===== config.mk =====
export PLATFORM = sky130hd
export DESIGN_NAME = aurora_tx_framer
export DESIGN_NICKNAME = d
export VERILOG_FILES = /design/src/rtl/aurora_pkg.sv /design/src/rtl/aurora_tx_fifo.sv /design/src/rtl/aurora_tx_framer.sv
export SDC_FILE = /design/constraint.sdc
export NUM_CORES = 1
export LEC_CHECK = 0
export CORE_MARGIN = 4
export CORE_UTILIZATION = 40
export CTS_BUF_LIST = sky130_fd_sc_hd__clkbuf_4 sky130_fd_sc_hd__clkbuf_8
export DETAILED_ROUTE_END_ITERATION = 8
export PLACE_DENSITY = 0.69
export SKIP_CTS_REPAIR_TIMING = 1
export SYNTH_ARGS = -nofsm -noshare
export SYNTH_HDL_FRONTEND = slang
export SYNTH_SLANG_ARGS = --single-unit

===== constraint.sdc =====
create_clock -name Clk -period 4.2 [get_ports Clk]
set_clock_uncertainty 0.1 [all_clocks]
set_input_delay 1.26 -clock Clk [delete_from_list [all_inputs] [get_ports Clk]]
set_output_delay 1.26 -clock Clk [all_outputs]
set_load 0.005 [all_outputs]

===== src/rtl/aurora_pkg.sv =====
// aurora_pkg: shared block type, sync/idle/seed constants and the 64-bit scrambler step
package aurora_pkg;

    localparam logic [1:0]  SYNC_DATA         = 2'b01;
    localparam logic [1:0]  SYNC_CTRL         = 2'b10;
    localparam logic [63:0] IDLE_WORD_DEFAULT = 64'h7800_0000_0000_0000;
    localparam logic [57:0] SCR_SEED_DEFAULT  = 58'h3FF_FFFF_FFFF_FFFF;

    typedef struct packed {
        logic [1:0]  sync;
        logic [63:0] payload;
    } block66_t;

    typedef struct packed {
        logic [63:0] data;
        logic [57:0] state;
    } scr_t;

    // One 64-bit advance of x^58+x^39+1: h = {s, state}, state[0] oldest,
    // so h[58+i] = s[i] and the taps reach 39 and 58 bits back.
    function automatic scr_t scramble(input logic [63:0] d, input logic [57:0] st);
        logic [121:0] h;
        scr_t r;
        h = {64'b0, st};
        for (int i = 0; i < 64; i++) begin
            h[58+i] = d[i] ^ h[i+19] ^ h[i];
        end
        r.data  = h[121:58];
        r.state = h[121:64];
        return r;
    endfunction

endpackage


===== src/rtl/aurora_tx_fifo.sv =====
// aurora_tx_fifo: power-of-two synchronous FIFO of 66-bit blocks, async active-low reset
module aurora_tx_fifo
    import aurora_pkg::*;
#(
    parameter int DEPTH = 4
) (
    input  logic     clk_i,
    input  logic     rst_ni,
    input  logic     push_i,
    input  block66_t din_i,
    input  logic     pop_i,
    output block66_t dout_o,
    output logic     full_o,
    output logic     empty_o
);

    localparam int AW = $clog2(DEPTH);

    block66_t        mem [DEPTH];
    logic [AW-1:0]   wr_ptr_q, wr_ptr_d, rd_ptr_q, rd_ptr_d;
    logic [AW:0]     count_q, count_d;
    logic            do_push, do_pop;

    assign full_o  = count_q == (AW+1)'(DEPTH);
    assign empty_o = count_q == '0;
    assign do_push = push_i & ~full_o;
    assign do_pop  = pop_i & ~empty_o;
    assign dout_o  = mem[rd_ptr_q];

    // Pointers wrap naturally because DEPTH is a power of two.
    always_comb begin
        wr_ptr_d = do_push ? wr_ptr_q + AW'(1) : wr_ptr_q;
        rd_ptr_d = do_pop ? rd_ptr_q + AW'(1) : rd_ptr_q;
        count_d  = count_q + (AW+1)'(do_push) - (AW+1)'(do_pop);
    end

    // Pointer and occupancy registers.
    always_ff @(posedge clk_i or negedge rst_ni) begin
        if (!rst_ni) begin
            wr_ptr_q <= '0;
            rd_ptr_q <= '0;
            count_q  <= '0;
        end else begin
            wr_ptr_q <= wr_ptr_d;
            rd_ptr_q <= rd_ptr_d;
            count_q  <= count_d;
        end
    end

    // Storage needs no reset; reads are gated by the occupancy count.
    always_ff @(posedge clk_i) begin
        if (do_push) mem[wr_ptr_q] <= din_i;
    end

endmodule


===== src/rtl/aurora_tx_framer.sv =====
// aurora_tx_framer: buffers 66-bit blocks, scrambles them (idle fill when empty) for the 66-to-20 gearbox; optional AURORA_TX_STATS_EN adds IdleCnt/StallSeen
module aurora_tx_framer
    import aurora_pkg::*;
#(
    parameter int          FIFO_DEPTH = 4,
    parameter logic [63:0] IDLE_WORD  = IDLE_WORD_DEFAULT,
    parameter logic [57:0] SCR_SEED   = SCR_SEED_DEFAULT
) (
    input  logic        Clk,
    input  logic        Rst,
    input  logic [63:0] DataIn,
    input  logic [1:0]  SyncIn,
    input  logic        ValidIn,
    output logic        ReadyOut,
    input  logic        DataNext,
`ifdef AURORA_TX_STATS_EN
    output logic [15:0] IdleCnt,
    output logic [0:0]  StallSeen,
`endif
    output logic [65:0] Data66
);

    localparam block66_t IDLE_BLK = {SYNC_CTRL, IDLE_WORD};

    block66_t    head, src;
    scr_t        scr;
    logic        full, empty, push;
    logic [65:0] data_q, data_d;
    logic [57:0] state_q, state_d;

    assign ReadyOut = Rst & ~full;
    assign push     = ValidIn & ReadyOut;
    assign Data66   = data_q;

    aurora_tx_fifo #(.DEPTH(FIFO_DEPTH)) u_fifo (
        .clk_i   (Clk),
        .rst_ni  (Rst),
        .push_i  (push),
        .din_i   ({SyncIn, DataIn}),
        .pop_i   (DataNext),
        .dout_o  (head),
        .full_o  (full),
        .empty_o (empty)
    );

    // Each DataNext picks the FIFO head or an idle block and scrambles only its payload.
    always_comb begin
        src     = empty ? IDLE_BLK : head;
        scr     = scramble(src.payload, state_q);
        data_d  = DataNext ? {src.sync, scr.data} : data_q;
        state_d = DataNext ? scr.state : state_q;
    end

    // Output word and scrambler state; reset presents the unscrambled idle block.
    always_ff @(posedge Clk or negedge Rst) begin
        if (!Rst) begin
            data_q  <= IDLE_BLK;
            state_q <= SCR_SEED;
        end else begin
            data_q  <= data_d;
            state_q <= state_d;
        end
    end

`ifdef AURORA_TX_STATS_EN
    logic [15:0] idle_cnt_q, idle_cnt_d;
    logic        stall_q, stall_d;

    assign IdleCnt   = idle_cnt_q;
    assign StallSeen = stall_q;

    // Saturating idle-insertion count and sticky backpressure flag.
    always_comb begin
        idle_cnt_d = (DataNext & empty & ~&idle_cnt_q) ? idle_cnt_q + 16'd1 : idle_cnt_q;
        stall_d    = stall_q | (ValidIn & ~ReadyOut);
    end

    // Statistics registers.
    always_ff @(posedge Clk or negedge Rst) begin
        if (!Rst) begin
            idle_cnt_q <= '0;
            stall_q    <= 1'b0;
        end else begin
            idle_cnt_q <= idle_cnt_d;
            stall_q    <= stall_d;
        end
    end
`endif

endmodule


==> results.toml <==
[outcome]
status = "complete, no violations"

[drt]
wl_per_cell_um = 21.0
drtIter0Drc = 599
drt_pass1_iterations = 5
via_per_inst = 4.98
vias = 8826
drt-total-wl_mm = 37.2
ant_nets = 0
drc = 0

[global_route]
first_global_vias = 9072
grt_overflow = 0
track_usage_pct = 16.7
grt_pass1_wl_mm = 55.9
antenna_found_initial = 2
grt_max_degree = 98

[synthesis]
yosys_warnings = 0
synth_cell_type_count = 34
syn_area_per_cell_um2 = 15.8
synth_fp_nets = 1103
yosys-top-cells-area = "edfxtp_1 (49%), dfrtp_1 (10%), dfstp_2 (9.6%)"
netlist_instances = 1026
synth-seq-cells = 391
synth_largest_area_cell = "edfxtp_1"
yosysSeqAreaShare_pct = 69.0
synth-edff-count = 264
syn-cell-area_um2 = 16200
ys.flop_type = "edfxtp_1"
async_flop_share_pct = 32.5
synth_top_area_share_pct = 48.9

[sta]
worst_pin_slew_ns = 1.08
rsz0062_at_grt = "false"
fmax_mhz = 264
slew_viol_final = 0
tns_ns = 0
layout_min_cycle_time_ns = 3.79
finalSetupViolCount = 0
slew_headroom_pct = 27.7
timing.final.crit_share_pct = 90.3
finalHoldViolCount = 0

[placement]
place_area_um2 = 18100
gp_congestion = 0.779
dpl.hpwl_mm = 24.6
placed_cells_incl_taps = 1653
port_buffers = 136

[critical_path]
reg2reg_depth = 6
critPathKind = "in2out"
reg2reg_from = "u_fifo.rd_ptr_q[0]$_DFFE_PN0P_"
r2r_setup_slack_ns = 1.47
crit_path_top_delay_cell = "clkdlybuf4s50_1"
crit_chain = "buf_6 -> a21boi_0 -> clkdlybuf4s50_1"
crit_fanout = 6
crit_family = "buffers and inverters"
cp-start-kind = "primary input"
worstPathArrival_ns = 2.43
r2r-end = "Data66[48]$_DFFE_PN0P_"
crit_path_end_kind = "output port"
max_stage_delay_ns = 0.61
crit_buf_inv = 2
cp.required_ns = 2.84

[finish]
final_cell_mix = "edfxtp_1 (264), clkdlybuf4s50_1 (134), xnor2_1 (92)"
fin_cells = 1771
area_growth_pct = 20.1
finalInstanceArea_um2 = 19500
drive_above_1_share_pct = 19.7
final_nets = 1273
nFillCells = 3389
final_common_cell = "edfxtp_1"
final_util_pct = 48.8
diodes = 0

[clock_network]
cts_tree = "built"
htree_num_levels = 3
cts.sinks = 391
cts_buffers = 66
cts-root-buf = "clkbuf_8"
cts.clk_slew.worst_paths_ns = 0.06
worstSkewPairLatency_ns = 0.58
clockBufferDepth = 3

[pwr]
powerDensity_nw_per_um2 = 815
peakVddDrop_mv = 0.383
p_leak_nw = 7.16

[hold_path]
holdPathEnd = "state_q[18]$_DFFE_PN1P_"
min_path_cells = 2
min-delay-start = "state_q[18]$_DFFE_PN1P_"
hold_class = "reg2reg"

[die]
die_h_um = 209
fp.dieW_um = 209
row_count = 73
die_area_um2 = 43800
start_util_pct = 40.6
core_area_um2 = 39900
num_io_pins = 137

[job]
drv_cap = 0
[worst max path at each step]
stage	depth (start not counted)	start	slack [ns]	endpoint
2_1_floorplan	2	Rst	0.35	u_fifo.mem[0][0]$_DFFE_PP_
3_3_place_gp	3	Rst	0.44	ReadyOut
3_5_place_dp	3	Rst	0.38	ReadyOut
4_1_cts	3	Rst	0.38	ReadyOut
5_1_grt	3	Rst	0.28	ReadyOut
6_report	3	Rst	0.41	ReadyOut
[worst reg2reg max path: cells and delay by family, from the launching register on]
family,cells,cell delay [ns]
xor+xnor,2,0.53
flops,1,0.79
mux,1,0.66
buf+inv,1,0.32
simple gates,1,0.08
compound gates,1,0.10
[Yosys cell counts (3+ instances only)]
library cell	count
buf_12	5
nand2_1	42
o21ai_1	17
dfrtp_1	68
clkbuf_1	24
o21ai_0	69
ha_1	6
and3_1	22
edfxtp_1	264
buf_6	3
inv_1	75
buf_2	7
a21oi_1	61
buf_1	4
mux2_2	7
mux4_2	45
nor2_1	66
buf_4	5
dfstp_2	59
mux4_1	21
xnor2_1	92
xor2_1	48
xnor3_1	5
[metrics by stage]
step / worst slack [ns] / hold slack [ns] / total power [mW]
global placement: 0.440 / 0.354 / 12.5
CTS: 0.380 / 0.367 / 16.1
global route: 0.277 / 0.389 / 16.8
floorplan: 0.346 / 0.345 / 10.4
finish: 0.405 / 0.364 / 15.9
detailed placement: 0.380 / 0.356 / 12.6
[report_power, final]
part / switching (mW) / leakage (nW) / internal [mW]
sequential: 0.824 / 3.82 / 5.32
combinational: 3.18 / 2.63 / 3.18
clock: 1.42 / 0.710 / 1.93
total: 5.43 / 7.16 / 10.4
[cell type report]
cell class / instances / area (um^2) / share of cell area (%)
sequential: 391 / 11200 / 57.4
multi-input combinational: 511 / 4440 / 22.8
timing repair buffer: 151 / 1580 / 8.10
clock buffer: 105 / 1240 / 6.39
tap: 525 / 657 / 3.37
inverter: 75 / 282 / 1.45
clock inverter: 13 / 81.3 / 0.418
[routing by layer]
metal / global-route usage (%) / share of wire [%] / routed length, um
met1: 23.2 / 44 / 16300
met2: 27.0 / 49 / 18100
met5: 0 / 0.062 / 23
met4: 4.75 / 2.1 / 797
met3: 3.60 / 5.4 / 2000
[flip-flops by register name, summed over array words and instances (netlist names)]
register	flops
u_fifo.mem	264
Data66	66
state_q	54
u_fifo.count_q	3
u_fifo.rd_ptr_q	2
u_fifo.wr_ptr_q	2
[kinds of logic (layout without fill, tap and decap cells)]
family	Yosys count	count (layout)	share of synthesized area, %
flops	391	391	69.0
compound gates	150	150	4.69
xor+xnor	146	146	8.36
simple gates	134	134	3.50
buf+inv	124	344	3.70
mux	74	74	10.2
fa+ha+maj	7	7	0.587
No activity file was read; power rests on OpenSTA's default activity.
